<file path="src/rtl/seg7_scan_driver_pkg.sv">
// Shared types and constants for the seven-segment scan driver.
// Latency: n/a (types and pure functions only).
// Backpressure: n/a.
package seg7_pkg;

    typedef enum logic {
        ST_BLANK = 1'b0,
        ST_SHOW  = 1'b1
    } scan_state_t;

    localparam logic [7:0] SEG_OFF = 8'h00;

    // Segment patterns in gfedcba order, indexed by nibble value.
    localparam logic [6:0] GLYPH_TABLE [16] = '{
        7'h3F, 7'h06, 7'h5B, 7'h4F, 7'h66, 7'h6D, 7'h7D, 7'h07,
        7'h7F, 7'h6F, 7'h77, 7'h7C, 7'h39, 7'h5E, 7'h79, 7'h71
    };

    function automatic logic [3:0] nibble_at(input logic [63:0] word, input int i);
        return 4'(word >> (4 * i));
    endfunction

endpackage

</file>
<file path="src/rtl/seg7_scan_driver_if.sv">
// Display-side bundle: packed hex value in, scanned segment/digit pins out.
// Latency: n/a (wires only).
// Backpressure: none; the display always accepts.
interface seg7_scan_driver_if #(
    parameter int DIGITS = 4
);
    logic [4*DIGITS-1:0] value;
    logic [DIGITS-1:0]   dp;
    logic                lzb_en;
    logic [7:0]          seg_out;
    logic [DIGITS-1:0]   digit_en_n;
    logic                frame_start;

    modport master (
        output value, dp, lzb_en,
        input  seg_out, digit_en_n, frame_start
    );

    modport slave (
        input  value, dp, lzb_en,
        output seg_out, digit_en_n, frame_start
    );
endinterface

</file>
<file path="src/rtl/seg7_scan_driver_glyph_rom.sv">
// Nibble to gfedcba segment lookup.
// Latency: combinational.
// Backpressure: none.
module seg7_glyph_rom
    import seg7_pkg::*;
(
    input  logic [3:0] nibble,
    output logic [6:0] glyph
);

    assign glyph = GLYPH_TABLE[nibble];

endmodule

</file>
<file path="src/rtl/seg7_scan_driver.sv">
// Time-multiplexed common-anode 7-seg scanner with per-frame snapshot and blanking gaps.
// Latency: outputs registered; snapshot edge is one cycle before frame_start is seen high.
// Backpressure: none; free-running scan.
module seg7_scan_driver
    import seg7_pkg::*;
#(
    parameter int DIGITS = 4,
    parameter int DWELL  = 256,
    parameter int BLANK  = 16
) (
    input  logic               clk_in,
    input  logic               reset_n,
    seg7_scan_driver_if.slave  bus
);

    localparam int CNT_MAX = (DWELL > BLANK) ? DWELL : BLANK;
    localparam int CNT_W   = (CNT_MAX > 1) ? $clog2(CNT_MAX) : 1;
    localparam int IDX_W   = (DIGITS > 1) ? $clog2(DIGITS) : 1;

    scan_state_t         state_q, state_d;
    logic [IDX_W-1:0]    idx_q, idx_d;
    logic [CNT_W-1:0]    cnt_q, cnt_d;

    logic [4*DIGITS-1:0] snap_val_q;
    logic [DIGITS-1:0]   snap_dp_q;
    logic                snap_lzb_q;

    logic [7:0]          seg_q, seg_d;
    logic [DIGITS-1:0]   den_q, den_d;
    logic                fs_q, fs_d;

    logic                take_snap;
    logic [4*DIGITS-1:0] eff_val;
    logic [DIGITS-1:0]   eff_dp;
    logic                eff_lzb;
    logic [DIGITS-1:0]   lzb_mask;
    logic                zero_run;
    logic [3:0]          sel_nibble;
    logic [6:0]          glyph;

    // Outputs are computed from next state, so on the snapshot edge itself the
    // live inputs stand in for the registers being loaded (matters when BLANK=1).
    assign take_snap = (state_q == ST_BLANK) && (idx_q == '0) && (cnt_q == '0);
    assign eff_val   = take_snap ? bus.value  : snap_val_q;
    assign eff_dp    = take_snap ? bus.dp     : snap_dp_q;
    assign eff_lzb   = take_snap ? bus.lzb_en : snap_lzb_q;

    always_comb begin
        state_d = state_q;
        idx_d   = idx_q;
        cnt_d   = cnt_q + 1'b1;
        case (state_q)
            ST_BLANK: begin
                if (cnt_q == CNT_W'(BLANK - 1)) begin
                    state_d = ST_SHOW;
                    cnt_d   = '0;
                end
            end
            ST_SHOW: begin
                if (cnt_q == CNT_W'(DWELL - 1)) begin
                    state_d = ST_BLANK;
                    cnt_d   = '0;
                    idx_d   = (idx_q == IDX_W'(DIGITS - 1)) ? '0 : idx_q + 1'b1;
                end
            end
            default: begin
                state_d = ST_BLANK;
                cnt_d   = '0;
            end
        endcase
    end

    // A digit is a leading zero when it and every digit to its left are zero.
    always_comb begin
        zero_run = 1'b1;
        lzb_mask = '0;
        for (int i = DIGITS - 1; i > 0; i--) begin
            zero_run    = zero_run & (nibble_at(64'(eff_val), i) == 4'h0);
            lzb_mask[i] = zero_run;
        end
    end

    assign sel_nibble = nibble_at(64'(eff_val), int'(idx_d));

    seg7_glyph_rom u_glyph_rom (
        .nibble (sel_nibble),
        .glyph  (glyph)
    );

    always_comb begin
        seg_d = SEG_OFF;
        den_d = '1;
        fs_d  = take_snap;
        if (state_d == ST_SHOW) begin
            den_d[idx_d] = 1'b0;
            seg_d = {eff_dp[idx_d], (eff_lzb && lzb_mask[idx_d]) ? 7'h00 : glyph};
        end
    end

    always_ff @(posedge clk_in or negedge reset_n) begin
        if (!reset_n) begin
            state_q    <= ST_BLANK;
            idx_q      <= '0;
            cnt_q      <= '0;
            snap_val_q <= '0;
            snap_dp_q  <= '0;
            snap_lzb_q <= 1'b0;
            seg_q      <= SEG_OFF;
            den_q      <= '1;
            fs_q       <= 1'b0;
        end else begin
            state_q <= state_d;
            idx_q   <= idx_d;
            cnt_q   <= cnt_d;
            if (take_snap) begin
                snap_val_q <= bus.value;
                snap_dp_q  <= bus.dp;
                snap_lzb_q <= bus.lzb_en;
            end
            seg_q <= seg_d;
            den_q <= den_d;
            fs_q  <= fs_d;
        end
    end

    assign bus.seg_out     = seg_q;
    assign bus.digit_en_n  = den_q;
    assign bus.frame_start = fs_q;

endmodule

</file>
<file path="src/flat_wrapper.sv">
// flat-port wrapper written by rule: the top's interface ports become plain ports
module seg7_scan_driver_flat import seg7_pkg::*;
#(
    parameter int DIGITS = 4,
    parameter int DWELL  = 256,
    parameter int BLANK  = 16
)
  (clk_in, reset_n, bus_value, bus_dp, bus_lzb_en, bus_seg_out, bus_digit_en_n, bus_frame_start);
  seg7_scan_driver_if #(.DIGITS(DIGITS)) bus_i ();
  input  logic clk_in;
  input  logic reset_n;
  input wire logic [$bits(bus_i.value)-1:0] bus_value;
  input wire logic [$bits(bus_i.dp)-1:0] bus_dp;
  input wire logic [$bits(bus_i.lzb_en)-1:0] bus_lzb_en;
  output wire logic [$bits(bus_i.seg_out)-1:0] bus_seg_out;
  output wire logic [$bits(bus_i.digit_en_n)-1:0] bus_digit_en_n;
  output wire logic [$bits(bus_i.frame_start)-1:0] bus_frame_start;
  assign bus_i.value = bus_value;
  assign bus_i.dp = bus_dp;
  assign bus_i.lzb_en = bus_lzb_en;
  assign bus_seg_out = bus_i.seg_out;
  assign bus_digit_en_n = bus_i.digit_en_n;
  assign bus_frame_start = bus_i.frame_start;
  seg7_scan_driver #(.DIGITS(DIGITS), .DWELL(DWELL), .BLANK(BLANK)) u_core (.clk_in(clk_in), .reset_n(reset_n), .bus(bus_i));
endmodule
</file>
<file path="config.mk">
export PLATFORM = sky130hd
export DESIGN_NAME = seg7_scan_driver_flat
export DESIGN_NICKNAME = d
export VERILOG_FILES = /design/src/rtl/seg7_scan_driver_pkg.sv /design/src/rtl/seg7_scan_driver_if.sv /design/src/rtl/seg7_scan_driver_glyph_rom.sv /design/src/rtl/seg7_scan_driver.sv /design/src/flat_wrapper.sv
export SDC_FILE = /design/constraint.sdc
export NUM_CORES = 1
export LEC_CHECK = 0
export ABC_AREA = 1
export CAP_MARGIN = 20
export CORE_ASPECT_RATIO = 1.75
export CORE_MARGIN = 3
export CORE_UTILIZATION = 48
export DETAILED_ROUTE_END_ITERATION = 8
export MAX_ROUTING_LAYER = met4
export PLACE_DENSITY = 0.72
export SETUP_SLACK_MARGIN = 0.02
export SKIP_CTS_REPAIR_TIMING = 1
export SYNTH_ARGS = -nofsm -noshare
export SYNTH_HDL_FRONTEND = slang
export SYNTH_SLANG_ARGS = --single-unit
export TNS_END_PERCENT = 100
</file>
<file path="constraint.sdc">
create_clock -name clk_in -period 2.84 [get_ports clk_in]
set_input_delay 0.852 -clock clk_in [delete_from_list [all_inputs] [get_ports clk_in]]
set_output_delay 0.852 -clock clk_in [all_outputs]
set_load 0.03 [all_outputs]
</file>
## Yosys cells after proc, flatten, opt, wreduce, memory -nomap -nowiden

Memories as Yosys holds them, arrays and structs flattened.
Cells that the tools add are included.
Widths: inputs -> output; s select.

- $add $sub $neg: 2
- Multipliers: 0
- Div/mod/pow operators: 0
- Order comparisons: 3
- Equality and inequality tests: 3
- Shift-type cells: 1
- Mux-type cells: 23
- Bitwise operators: 5
- Reduce and logical (&&, ||, !) cells: 9

Operators by type and width:

| kind | count |
|---|---|
| $mux 8 | 3 |
| $mux 7 | 3 |
| $mux 16 | 1 |
| $pmux 8 s2 | 1 |
| $shr 16x4->4 | 1 |
| $logic_not 4->1 | 3 |
| $add 8x1->8 const B | 1 |
| $eq 8x4->1 const B | 1 |
| $eq 8x8->1 const B | 1 |
| $logic_not 8->1 | 1 |
| $mux 4 | 2 |
| $mux 1 | 6 |
| $mux 2 | 3 |
| $ge 5x5->1 const B | 1 |
| $not 4->5 | 1 |
| $bmux 1 s2 | 2 |
| $logic_and 1x1->1 | 4 |
| $not 4->4 | 1 |
| $lt 2x3->1 const B | 1 |
| $add 2x1->2 const B | 1 |
| $and 1x1->1 | 2 |
| $demux 1 s2 | 1 |
| $eq 2x2->1 const B | 1 |
| $ge 2x1->1 const B | 1 |
| 3 further kinds | 3 |

- Flip-flop bits (word level): 45
- Latch bits: 0
- Bits in writable memories: 0
- Bits in read-only memories: 112
- Bits of input ports: 23
- Output and inout port bits: 13
- Memories kept: 1

Memory list:

| memory | depth | bits a word | read ports | clocked after Yosys merged registers in | wr ports | line | RTL |
|---|---|---|---|---|---|---|---|
| (no name shown) | 16 | 7 | 1 | 0 | 0 | seg7_scan_driver_glyph_rom.sv:11 | `assign glyph = GLYPH_TABLE[nibble];` |

## Logic depth before layout (Yosys ltp)

Gate-level depths: netlist of run 1.

- Depth in word-level cells: 12
- Mapped depth: 19

## By module

From an unflattened synthesis of run 1, not the netlist that was laid out.

- Cell total of the unflattened synthesis: 305
- Area, all modules: 2,426.1 um^2

By module, submodules not included:

| module | times used | cells each | area an instance (um^2) | seq. area each (um^2) |
|---|---|---|---|---|
| seg7_scan_driver | 1 | 253 | 2,155.8 | 1,131.1 |
| seg7_glyph_rom | 1 | 52 | 270.3 | 0.0 |

## Least setup slack after synthesis of run 1

No wires, ideal clock.

- Path type: register -> register
- Start: register u_core.idx_q[0]
- End: register u_core.seg_q[3], in the netlist u_core.bus.seg_out[3]
- Data arrival time: 2.077 ns
- Setup slack: 0.646 ns
- Stages on the path, launching flop included: 18
- Period minus slack after synthesis: 2.194 ns
- Cell sequence: dfrtp_1 inv_1 ha_1 nand2_1 nor2_4 nand2_4 buf_6 nand2_1 o21ai_2 nand2_1 nand3_1 nand2_1 inv_1 ha_1 nand2_1 nand3_1 nand2_1 nor2_1

- Cells in the longest elaborated chain, start to end: 12

RTL lines:

| item | line | RTL |
|---|---|---|
| start, declared | seg7_scan_driver.sv:21 | `logic [IDX_W-1:0] idx_q, idx_d;` |
| start signal, assigned | seg7_scan_driver.sv:113 | `idx_q <= idx_d;` |
| branches (longest 10 deep; another with $mem_v2 16x7) | - |  |
| $mux 7 * | seg7_scan_driver.sv:96 | `seg_d = {eff_dp[idx_d], (eff_lzb && lzb_mask[idx_d]) ? 7'h00 : glyph};` |
| $mux 8 * | seg7_scan_driver.sv:94 | `if (state_d == ST_SHOW) begin` |
| net u_core.seg_d[3] | seg7_scan_driver.sv:28 | `logic [7:0] seg_q, seg_d;` |
| end signal, assigned | seg7_scan_driver.sv:120 | `seg_q <= seg_d;` |
| end, declared | seg7_scan_driver.sv:28 |  |

Mark *: on every way through the listed nets, which the timed path passes. The select of a mux whose other input is x is not followed.

## Final worst setup path of run 1

- Start: register u_core.cnt_q[0]
- End: register u_core.seg_q[3], in the netlist u_core.bus.seg_out[3]

- Cells in the longest elaborated chain, start to end: 11

RTL lines:

| item | line | RTL |
|---|---|---|
| start, declared | seg7_scan_driver.sv:22 | `logic [CNT_W-1:0] cnt_q, cnt_d;` |
| start signal, assigned | seg7_scan_driver.sv:114 | `cnt_q <= cnt_d;` |
| branches (longest 10 deep; another with $mem_v2 16x7) | - |  |
| $mux 8 * | seg7_scan_driver.sv:94 |  |
| net u_core.seg_d[3] | seg7_scan_driver.sv:28 |  |

Marks and branches as above.

==> results of run 1 <==
[stage by stage]
step           instances  cell area, sq um  setup slack, ns  total power [mW]  utilization
6_report             407              3024           0.3323             1.392       0.6024
5_1_grt              407              3024          0.02939             1.448       0.6024
4_1_cts              407              3024           0.3089             1.406       0.6024
3_5_place_dp         399              2890           0.1940            0.8423       0.5758
3_3_place_gp         399              2890           0.2239            0.8413       0.5758
2_1_floorplan        312              2505           0.6460            0.7647            -
[flip-flops by register name, indices dropped and copies added (netlist names)]
name and cells:
u_core.snap_val_q 16, u_core.bus.seg_out 8, u_core.cnt_q 8, u_core.bus.digit_en_n 4, u_core.snap_dp_q 4, u_core.idx_q 2, u_core.bus.frame_start 1, u_core.snap_lzb_q 1
u_core.state_q 1
[power groups by stage]
stage	Sequential, mW	Combinational, mW	Clock (mW)
after floorplan	0.703	0.0620	0
after global placement	0.684	0.157	0
after detailed placement	0.685	0.158	0
after CTS	0.672	0.159	0.575
after global routing	0.674	0.175	0.599
final	0.672	0.156	0.564
[worst max-delay path: cells and delay by family (launching register included)]
family | cells | cell delay (ns)
and+or+nand+nor | 13 | 1.27
adders and majority gates | 2 | 0.51
DFF | 1 | 0.40
buffers and inverters | 2 | 0.21
[cells in the mapped netlist (all sizes together)]
library cell / n / share of area
buf: 7 / 0.026
nor3: 3 / 0.0060
nor2: 40 / 0.083
or2: 1 / 0.0035
nand3b: 3 / 0.0090
nand2: 110 / 0.18
xor2: 4 / 0.014
a21oi: 3 / 0.0075
dfrtp: 41 / 0.41
nand4: 2 / 0.0050
a22oi: 1 / 0.0030
a31oi: 1 / 0.0025
o21ai: 7 / 0.021
inv: 39 / 0.058
ha: 10 / 0.050
nand3: 36 / 0.078
dfstp: 4 / 0.042
[layout make-up]
class / instances / area [sq um] / share of cell area
Clock buffer: 5 / 68.82 / 0.02276
Clock inverter: 3 / 65.06 / 0.02151
Inverter: 39 / 146.4 / 0.04841
Multi-Input combinational cell: 221 / 1162 / 0.3844
Sequential cell: 45 / 1131 / 0.3740
Tap cell: 54 / 67.56 / 0.02234
Timing Repair Buffer: 40 / 382.9 / 0.1266
[cells by family (layout without fill, tap and decap cells)]
| group | Yosys count | in the layout | synth area share |
|---|---|---|---|
| and+or+nand+nor | 195 | 195 | 0.3656 |
| DFF | 45 | 45 | 0.4515 |
| adders and majority gates | 10 | 10 | 0.04995 |
| buffers and inverters | 46 | 87 | 0.08441 |
| AOI/OAI and AO/OA | 12 | 12 | 0.03447 |
| xor gates and xnor gates | 4 | 4 | 0.01398 |
[layout by cell type, fill, tap and decap left out, types with 4 or more instances in the layout]
master / synthesis / layout
clkbuf_8: 0 / 5
nand2_2: 10 / 10
nor2_1: 32 / 32
buf_4: 2 / 5
inv_1: 36 / 36
xor2_1: 4 / 4
dfrtp_1: 41 / 41
nor2_4: 5 / 5
ha_1: 10 / 10
dfstp_2: 4 / 4
nand3_1: 33 / 33
nand2_1: 98 / 98
clkdlybuf4s50_1: 0 / 34
[worst min path at each step]
stage                           endpoint  cells after the start
floorplan              u_core.snap_lzb_q                      2
global placement    u_core.snap_val_q[2]                      2
detailed placement   u_core.snap_dp_q[0]                      2
CTS                  u_core.snap_dp_q[0]                      2
global route           u_core.snap_lzb_q                      2
finish               u_core.snap_dp_q[0]                      2
[per-layer routing]
layer | vias up | global-route usage | part of all wire
met5 | - | - | 0
li1 | 1037 | - | -
met2 | 24 | 0.3413 | 0.56
met1 | 952 | 0.2143 | 0.39
met4 | 0 | 0.06845 | 0.020
met3 | 10 | 0.02934 | 0.028
==> summary.md, run 1 <==
| Metric | Value |
|---|---|
| Die Span X | `60.61 um` |
| Core area | `5020 sq um` |
| Post-DP HPWL | `3913 um` |
| Type of origin of the critical path | `flop` |
| Gpl congestion | `0.8945` |
| Max Fclk | `398.8 MHz` |
| Critical path origin | `u_core.cnt_q[0]` |
| H-tree depth | `2` |
| R2R Path Start | `u_core.cnt_q[0]` |
| Worst-path clk slew | `0.09 ns` |
| # DRC | `0` |
| Switching Share | `0.2221` |
| Vias in the first global route | `2027` |
| P_sw | `0.3092 mW` |
| Max-cap viol count | `0` |
| Most used cell, CP | `nand2_1` |
| HP Class | `flop to flop` |
| Worst R2R End | `u_core.bus.seg_out[3]` |
| Post-synthesis sequential area ratio | `0.4515` |
| Largest net degree at the start of global routing | `28` |
| Setup Viol. Count Final | `0` |
| Comb power frac | `0.112` |
| CTS tree | `done` |
| Worst r2r path cells | `17` |
| PortBufs | `35` |
| Worst EP required | `3.03 ns` |
| Fillers | `479` |
| Largest stage delay, worst path | `0.40 ns` |
| Crit-path slowest cell | `dfrtp_1` |
| Ports | `36` |
| Mapped Nets | `345` |
| First-pass GRT wire length | `8797 um` |
| Synth-to-Final Area Change | `20.73%` |
| Routed vias/inst | `4.971` |
| Starting DRT DRC Count | `51` |
| Crit Path Max Fanout | `12` |
| Skew-Pair Late Insertion Delay | `0.30 ns` |
| Pleak | `1.609 nW` |
| Pwr dens | `460.3 nW/um^2` |
| Syn Inst Count | `312` |
| Initial core utilization | `0.4990` |
| Critical path class | `flop to flop` |
| Setup TNS | `0 ns` |
| FF+latch count, synth | `45` |
| Hold Path Origin | `u_core.snap_dp_q[0]` |
| N_diodes | `0` |
| WHS | `0.4853 ns` |
| Clock network power share | `0.405` |
| Critical path, cell by cell | `ha_1 > nand3_2 > nor2_4 > nand2_4 > inv_2 > nand2_1 > nand2_2 > nand2_1 > nand2_1 > nand2_1 > nand2_1 > inv_1 > ha_1 > nand2_1 > nand3_1 > nand2_1 > nor2_1` |
| Pre-antenna DRT Iters | `4` |
| Global Route Usage Sum | `0.1938` |
| Final hold vios | `0` |
| Headroom to the max-slew limit | `0.5782` |
| Die H | `101.6 um` |
| CTS Buf Count | `5` |
| Gr ovfl total | `0` |
| Synth unique cells | `30` |
| Routed via count | `2023` |
| Routed wire length | `5143 um` |
| Die footprint | `6155 sq um` |
| Slew @ Worst Pin | `0.6261 ns` |
| Tmin final | `2.508 ns` |
| Nets | `385` |
| Maximum VDD drop | `329.6 uV` |
| Initial antenna violation count | `0` |
| Clock Sink Count | `45` |
| Root Buffer | `clkbuf_8` |
| Share of layout cells above drive strength 1 | `0.1388` |
| Final Max Slew Viols | `0` |
| Worst Skew | `0.005271 ns` |
| Internal reg-to-reg setup slack | `0.33 ns` |
| Pint | `1.083 mW` |
| Run status | `finished, final reports clean` |
| Mean area per synthesized cell | `8.029 sq um` |
| Synthesized area | `2505 sq um` |
| Unrepaired setup endpoints after global routing | `no` |
| CTS Buffer Depth | `2` |
| Detail Route Antenna Nets | `0` |
| Period utilization | `0.8830` |
| Routed wire per std cell | `12.64 um` |
| Site Rows | `34` |
| Yosys warnings | `0` |
| CP Capture Type | `flop` |
| Critical Path Sink | `u_core.bus.seg_out[3]` |
| Critical path arrival | `2.70 ns` |
| Reg power frac | `0.483` |
Power figures use the tool's default switching activity.
==> inputs of run 2 (changes only) <==
--- a/config.mk
+++ b/config.mk
@@ -9,10 +9,10 @@
 export CAP_MARGIN = 20
 export CORE_ASPECT_RATIO = 1.75
 export CORE_MARGIN = 3
-export CORE_UTILIZATION = 48
+export CORE_UTILIZATION = 42
+export CTS_CLUSTER_SIZE = 40
 export DETAILED_ROUTE_END_ITERATION = 8
 export MAX_ROUTING_LAYER = met4
-export PLACE_DENSITY = 0.72
 export SETUP_SLACK_MARGIN = 0.02
 export SKIP_CTS_REPAIR_TIMING = 1
 export SYNTH_ARGS = -nofsm -noshare
==> run 2 against run 1 <==
  * Sequential cell count is the same
  * Largest power group unchanged
  * Critical path depth did not move
  * Register-to-register slack worse by 0.03 ns
  * Sequential power about the same
==> summary.md, run 2 (synthesized netlist as in run 1, its figures left out) <==
| Metric | Value |
|---|---|
| Fillers | `603 (+26%)` |
| Critical path arrival | `2.78 ns (+0.08 ns)` |
| Routed via count | `2014 (-0.44%)` |
| Pleak | `1.595 nW (-0.85%)` |
| Crit Path Max Fanout | `27 (+15)` |
| Gpl congestion | `0.8713 (-2.6%)` |
| N_diodes | `0 (unchanged)` |
| Synth-to-Final Area Change | `21.03%` |
| Area of the multi-input gates | `1167 sq um (+0.43%)` |
| Worst Skew | `0.006838 ns (+0.001567 ns)` |
| Setup TNS | `0 ns (unchanged)` |
| Commonest non-fill, non-tap cell in the layout | `nand2_1` |
| Worst EP required | `3.08 ns (+0.05 ns)` |
| Slew @ Worst Pin | `0.6261 ns (-0.00002718 ns)` |
| Worst Hold Depth | `2 (unchanged)` |
| Most frequent cells in the layout | `nand2_1 (98), dfrtp_1 (41), inv_1 (36), clkdlybuf4s50_1 (34), nand3_1 (33)` |
| Tmin final | `2.541 ns (+0.03381 ns)` |
| Vias in the first global route | `2042 (+0.74%)` |
| Core area | `5675 sq um (+13%)` |
| H-tree depth | `2 (unchanged)` |
| Headroom to the max-slew limit | `0.5782 (about the same)` |
| R2R Path Start | `u_core.idx_q[0]` |
| Run status | `finished, final reports clean` |
| Unrepaired setup endpoints after global routing | `no` |
| Skew-Pair Late Insertion Delay | `0.30 ns (about the same)` |
| Post-DP HPWL | `4016 um (+2.6%)` |
| Share of layout cells above drive strength 1 | `0.1335 (-0.005287)` |
| Detail Route Antenna Nets | `0 (unchanged)` |
| Worst r2r path cells | `17 (unchanged)` |
| # DRC | `0 (unchanged)` |
| Routed wire per std cell | `12.61 um (-0.23%)` |
| Routed wire length | `5396 um (+4.9%)` |
| CP Capture Type | `flop` |
| Setup Viol. Count Final | `0 (unchanged)` |
| Global Route Usage Sum | `0.1790 (-0.01483)` |
| Site Rows | `36 (+5.9%)` |
| CTS Buffer Depth | `2 (unchanged)` |
| Pre-antenna DRT Iters | `6 (+2)` |
| Clock Sink Count | `45 (unchanged)` |
| Period utilization | `0.8949 (+0.01190)` |
| Maximum VDD drop | `243.1 uV (-26%)` |
| Final worst setup slack | `0.2985 ns (-0.03381 ns)` |
| Initial antenna violation count | `0 (unchanged)` |
| Most flops, register | `u_core.snap_val_q` |
| Max reg flops | `16 (unchanged)` |
| CTS tree | `done` |
| Max-cap viol count | `0 (unchanged)` |
| HP Class | `flop to flop` |
| Routed vias/inst | `4.706 (-5.3%)` |
| Nets | `384 (-0.26%)` |
| Starting DRT DRC Count | `57 (+12%)` |
| Pwr dens | `440.1 nW/um^2 (-4.4%)` |
| Die footprint | `6963 sq um (+13%)` |
| PortBufs | `35 (unchanged)` |
| Largest net degree at the start of global routing | `46 (+64%)` |
| FF/Latch Area | `1131 sq um (unchanged)` |
| Final hold vios | `0 (unchanged)` |
| Die H | `108.2 um (+6.5%)` |
| Hold Crit Endpoint | `u_core.snap_lzb_q` |
| Max Fclk | `393.5 MHz (-1.3%)` |
| Internal reg-to-reg setup slack | `0.30 ns (-0.03 ns)` |
| CTS Buf Count | `5 (unchanged)` |
| Worst R2R End | `u_core.bus.seg_out[0]` |
| Type of origin of the critical path | `flop` |
| Die Span X | `64.38 um (+6.2%)` |
| Ports | `36 (unchanged)` |
| Gr ovfl total | `0 (unchanged)` |
| Hold Path Origin | `u_core.snap_lzb_q` |
| Final Max Slew Viols | `0 (unchanged)` |
| Initial core utilization | `0.4414 (-0.05764)` |
| First-pass GRT wire length | `9377 um (+6.6%)` |
| Root Buffer | `clkbuf_8` |
| Post-Place Setup Slack | `0.1994 ns (+0.005416 ns)` |
| Critical path class | `flop to flop` |
| Worst-path clk slew | `0.09 ns (about the same)` |
[run 2: how the worst max path moves through the flow]
stage | start | end | slack [ns] | cells after the start
after detailed placement | bus_value[8] | u_core.bus.seg_out[0] | 0.20 | 13
final | u_core.idx_q[0] | u_core.bus.seg_out[0] | 0.30 | 17
after CTS | u_core.idx_q[0] | u_core.bus.seg_out[0] | 0.25 | 17
after global placement | bus_value[8] | u_core.bus.seg_out[0] | 0.20 | 13
after floorplan | u_core.idx_q[0] | u_core.bus.seg_out[3] | 0.65 | 17
after global routing | u_core.idx_q[0] | u_core.bus.seg_out[3] | 0.02 | 17
[run 2: critical path, cell delays in order (launching register included)]
cell	delay, ns
dfrtp_1	0.41
inv_1	0.09
ha_1	0.14
nand2_1	0.09
nor2_4	0.14
nand2_4	0.20
inv_1	0.23
nand2_1	0.10
nand2_1	0.09
nand3_1	0.08
nand2_1	0.13
nor2_4	0.06
ha_1	0.24
inv_1	0.10
nand3_1	0.12
nand3_1	0.10
nand2_1	0.06
nor2_1	0.09
[run 2: power by group]
group	internal [mW]	total (mW)	leakage [nW]	switching (mW)
Sequential	0.665	0.672	0.526	0.00739
Clock	0.287	0.506	0.0585	0.219
Combinational	0.0682	0.156	1.01	0.0880
Total	1.02	1.33	1.59	0.314
[run 2: final cells by class]
cell class | count | share of cell area
multi-input combinational | 221 | 0.3851
sequential | 45 | 0.3731
timing repair buffer | 39 | 0.1238
inverter | 39 | 0.04829
tap | 76 | 0.03137
clock buffer | 7 | 0.02848
clock inverter | 1 | 0.009905
[run 2: through the flow]
stage / power [mW] / area (sq um) / util / cells / hold slack, ns
2_1_floorplan: 0.7647 / 2505 / - / 312 / 0.4386
3_3_place_gp: 0.8418 / 2910 / 0.5128 / 420 / 0.4566
3_5_place_dp: 0.8430 / 2910 / 0.5128 / 420 / 0.4611
4_1_cts: 1.351 / 3027 / 0.5333 / 428 / 0.4809
5_1_grt: 1.398 / 3032 / 0.5342 / 428 / 0.4944
6_report: 1.334 / 3032 / 0.5342 / 428 / 0.4761
[run 2: per-layer routing]
| layer | global-route usage | wire length [um] | up-vias |
|---|---|---|---|
| met3 | 0.02911 | 128 | 13 |
| li1 | - | - | 1036 |
| met5 | - | 0 | - |
| met1 | 0.2027 | 2199 | 933 |
| met4 | 0.08775 | 201 | 0 |
| met2 | 0.3040 | 2866 | 32 |
